--- config.mk ---
export PLATFORM = sky130hd
export DESIGN_NAME = decoder_3to8_flat
export DESIGN_NICKNAME = d
export VERILOG_FILES = /design/src/rtl/decoder_3to8_if.sv /design/src/rtl/decoder_3to8.sv /design/src/flat_wrapper.sv
export SDC_FILE = /design/constraint.sdc
export NUM_CORES = 1
export LEC_CHECK = 0
export ABC_AREA = 1
export CORE_AREA = 2 2 39 41
export CTS_CLUSTER_SIZE = 28
export DETAILED_ROUTE_END_ITERATION = 8
export DIE_AREA = 0 0 41 43
export HOLD_SLACK_MARGIN = 0.02
export PLACE_DENSITY = 0.58
export SLEW_MARGIN = 20
export SYNTH_ARGS = -nofsm -noshare
export SYNTH_HDL_FRONTEND = slang
export SYNTH_SLANG_ARGS = --single-unit
--- constraint.sdc ---
create_clock -name clk -period 0.8 [get_ports clk]
set_clock_uncertainty 0.15 [all_clocks]
set_input_delay 0.16 -clock clk [delete_from_list [all_inputs] [get_ports clk]]
set_output_delay 0.16 -clock clk [all_outputs]
set_load 0.03 [all_outputs]
--- src/rtl/decoder_3to8_if.sv ---
// Decode request / pattern bus between a line-select user and decoder_3to8.
interface decoder_3to8_if;
  logic       en;
  logic [2:0] address;
  logic [7:0] Outpattern;
  logic       out_valid;

  modport master (output en, output address, input Outpattern, input out_valid);
  modport slave  (input en, input address, output Outpattern, output out_valid);
endinterface

--- src/rtl/decoder_3to8.sv ---
// Registered 3-to-8 one-hot (or one-cold) line-select decoder with enable
// and a 1- or 2-stage pipeline.
module decoder_3to8 #(
  parameter int unsigned LATENCY    = 1,
  parameter bit          ACTIVE_LOW = 1'b0
) (
  input  logic           clk,
  input  logic           rst_n,
  decoder_3to8_if.slave  bus
);

  localparam int unsigned ADDR_W = 3;
  localparam int unsigned PAT_W  = 8;
  localparam logic [PAT_W-1:0] IDLE_PAT = ACTIVE_LOW ? {PAT_W{1'b1}} : {PAT_W{1'b0}};

  if (LATENCY != 1 && LATENCY != 2) begin : g_bad_latency
    $error("decoder_3to8: LATENCY must be 1 or 2");
  end

  logic [PAT_W-1:0]  pat_d;
  logic              vld_d;
  logic [PAT_W-1:0]  out_pat_q;
  logic              out_vld_q;
  logic [ADDR_W-1:0] addr_c;

  assign addr_c = bus.address;

  // XOR with the idle pattern turns one-hot into one-cold for active-low use.
  always_comb begin
    pat_d = IDLE_PAT;
    vld_d = 1'b0;
    if (bus.en) begin
      pat_d = (PAT_W'(1) << addr_c) ^ IDLE_PAT;
      vld_d = 1'b1;
    end
  end

  if (LATENCY == 2) begin : g_lat2
    logic [PAT_W-1:0] s1_pat_q;
    logic             s1_vld_q;

    always_ff @(posedge clk or negedge rst_n) begin
      if (!rst_n) begin
        s1_pat_q  <= IDLE_PAT;
        s1_vld_q  <= 1'b0;
        out_pat_q <= IDLE_PAT;
        out_vld_q <= 1'b0;
      end else begin
        s1_pat_q  <= pat_d;
        s1_vld_q  <= vld_d;
        out_pat_q <= s1_pat_q;
        out_vld_q <= s1_vld_q;
      end
    end
  end else begin : g_lat1
    always_ff @(posedge clk or negedge rst_n) begin
      if (!rst_n) begin
        out_pat_q <= IDLE_PAT;
        out_vld_q <= 1'b0;
      end else begin
        out_pat_q <= pat_d;
        out_vld_q <= vld_d;
      end
    end
  end

  assign bus.Outpattern = out_pat_q;
  assign bus.out_valid  = out_vld_q;

endmodule

--- src/flat_wrapper.sv ---
// flat-port wrapper written by rule: the top's interface ports become plain ports
module decoder_3to8_flat 
#(
  parameter int unsigned LATENCY    = 1,
  parameter bit          ACTIVE_LOW = 1'b0
)
  (clk, rst_n, bus_en, bus_address, bus_Outpattern, bus_out_valid);
  decoder_3to8_if bus_i ();
  input  logic clk;
  input  logic rst_n;
  input wire logic [$bits(bus_i.en)-1:0] bus_en;
  input wire logic [$bits(bus_i.address)-1:0] bus_address;
  output wire logic [$bits(bus_i.Outpattern)-1:0] bus_Outpattern;
  output wire logic [$bits(bus_i.out_valid)-1:0] bus_out_valid;
  assign bus_i.en = bus_en;
  assign bus_i.address = bus_address;
  assign bus_Outpattern = bus_i.Outpattern;
  assign bus_out_valid = bus_i.out_valid;
  decoder_3to8 #(.LATENCY(LATENCY), .ACTIVE_LOW(ACTIVE_LOW)) u_core (.clk(clk), .rst_n(rst_n), .bus(bus_i));
endmodule
==> results of run 1 <==
==> through the flow <==
stage | setup WS, ps | util, % | total power [mW] | instances
2_1_floorplan | 22.6 | - | 0.526 | 26
3_3_place_gp | -317 | 32.3 | 0.598 | 57
3_5_place_dp | -341 | 32.3 | 0.599 | 57
4_1_cts | -286 | 36.5 | 0.942 | 61
5_1_grt | -314 | 36.5 | 0.984 | 61
6_report | -273 | 36.5 | 0.925 | 61
==> path summary, 6_finish.rpt <==
check                                           end  cells past startpoint                      from
worst max-delay path              bus_Outpattern[6]                      1  u_core.bus.Outpattern[6]
worst min-delay path           u_core.bus.out_valid                      1                    bus_en
max in group asynchronous  u_core.bus.Outpattern[0]                      2                     rst_n
min in group asynchronous      u_core.bus.out_valid                      2                     rst_n
==> where the power goes <==
part           total, mW  switching [mW]  internal (mW)
logic              0.119          0.0638         0.0551
clock network      0.332           0.148          0.184
registers          0.474         0.00559          0.468
total              0.925           0.218          0.707
==> flip-flops by register name, summed over array words and instances, names as in the netlist <==
signal / flops
u_core.bus.Outpattern: 8
u_core.bus.out_valid: 1
==> Yosys cell counts, drive strengths merged <==
cell,instances
nor2,8
dfrtp,9
nand2,6
inv,3
==> logic make-up (layout without fill, tap and decap cells) <==
family                 after synthesis  in the layout
AND/OR/NAND/NOR                     14             14
flip-flops                           9              9
buffers and inverters                3             22
==> layer usage <==
| layer | vias to the layer above | GRT usage (%) |
|---|---|---|
| met1 | 93 | 9.12 |
| met2 | 10 | 9.69 |
| met4 | 0 | 6.00 |
| met3 | 0 | 4.71 |
| li1 | 115 | - |
| met5 | - | 0 |
==> cell type report <==
type	count	area (um^2)	area share, %
Sequential cell	9	225	44.6
Tap cell	16	20.0	3.96
Timing Repair Buffer	15	166	32.9
Inverter	3	11.3	2.23
Clock inverter	1	5.00	0.990
Clock buffer	3	22.5	4.46
Multi-Input combinational cell	14	55.1	10.9
==> repair_timing <==
action / 4_1_cts / 5_1_grt
gates resized for setup: 14 / 0
setup endpoints to repair: 17 / 9
pin swaps: 0 / 0
hold buffers: 0 / 0
==> summary.txt, run 1 <==
highest-count cells in the layout ignoring fill and taps -> buf_6 (9), dfrtp_1 (9), nor2_1 (8)
Final ANT Viol Nets -> 0
fraction of layout cells with a size suffix above 1 -> 33.3%
Die W -> 41 um
HPWL Detailed -> 382 um
DR top layer -> met3
CP Cell Sequence -> buf_6
Yosys top cell area share -> 77.9%
Critical Path AT -> 760 ps
failing checks -> negative setup slack
Post-Route Setup TNS -> -2410 ps
Synth-to-Final Area Change -> 74.9%
total grt overflow -> 0
area of the mapped netlist -> 289 um^2
first-pass GRT wire length -> 848 um
synthesized instance count -> 26
setup violators final -> 9
largest family of logic cells by synthesized area -> simple AND/OR/NAND/NOR gates
Fillers -> 135
Net Count, Synth -> 32
HP Class -> input port to flip-flop
Least-Margin Pin Slew -> 124 ps
worst hold slack -> 47.9 ps
Max-cap violations -> 0
fin area -> 505 um^2
I/O pins -> 15
antenna violations before repair -> 0
critical path endpoint category -> output port
Synth cell types -> 4
# diodes -> 0
final period utilization -> 134%
Required @ worst endpoint -> 490 ps
die height -> 43 um
vias -> 218
Simple-Gate Fraction of Synth Area -> 18.2%
routed length on met2 -> 194 um
IO Port Bufs -> 14
Root Driver -> clkbuf_4
Crit-path slowest cell -> dfrtp_1
CTS Buffer Depth -> 2
pin count of the biggest net entering global routing -> 10
core area -> 1380 um^2
Iteration-0 DRC Markers -> 2
minimum clock period after layout -> 1070 ps
Worst-path clk slew -> 60 ps
final worst setup slack -> -273 ps
DRT Pass-1 Iters -> 2
post-synthesis mux area share -> 0%
WL met1 -> 213 um
Post-Synth Adder-Cell Area -> 0%
startpoint types -> flip-flop
Avg WL per Cell -> 7.49 um
status -> finished with violations
vias in the first global route -> 239
CTS HTree Levels -> 1
GRT Overall Usage -> 7.75%
Leak Pwr -> 0.270 nW
number of buffers created by CTS -> 3
P per Cell Area -> 1830 nW/um^2
CP max stage delay -> 370 ps
critical path's top delay family -> flip-flops
Setup Buffers After CTS -> 0
Max rail drop VDD -> 674 uV
CTS tree -> done
vias per std cell -> 3.57
Initial Util -> 20.9%
Final Hold Fails -> 0
yosys warns -> 0
Seq/Total Area, Yosys -> 77.9%
row cnt -> 14
Slew Viols, Final -> 0
unrepaired setup endpoints after global routing -> true
Met3 Wirelength -> 49 um
kind of critical path -> flip-flop to output port
Slew HR -> 91.7%
final WL -> 457 um
Placer Congestion -> 0.700
# DRC -> 0
most area-consuming cells after synthesis -> dfrtp_1 (78%), nor2_1 (10%), nand2_1 (7.8%)
WP buf/inv -> 1
Fmax achieved -> 0.932 GHz
nets -> 52
Worst Path Max Fanout -> 1
FF+latch count, synth -> 9
compound-cell area share of the yosys netlist -> 0%
Avg Inst Size Synth -> 11.1 um^2
full die area -> 1760 um^2
placed cell areas -> 447 um^2
leading area contributor after synthesis -> dfrtp_1
clk sink count -> 9
post-synthesis xor/xnor area fraction -> 0%
Note: power is estimated with default switching activity, not from simulation.
==> inputs of run 2 (changes only) <==
--- a/config.mk
+++ b/config.mk
@@ -6,7 +6,9 @@
 export NUM_CORES = 1
 export LEC_CHECK = 0
 export ABC_AREA = 1
+export ABC_CLOCK_PERIOD_IN_PS = 800
 export CORE_AREA = 2 2 39 41
+export CTS_BUF_LIST = sky130_fd_sc_hd__clkbuf_4 sky130_fd_sc_hd__clkbuf_8
 export CTS_CLUSTER_SIZE = 28
 export DETAILED_ROUTE_END_ITERATION = 8
 export DIE_AREA = 0 0 41 43
==> results of run 2 <==
The final DEF is identical to that of run 1; final timing and power are the same.
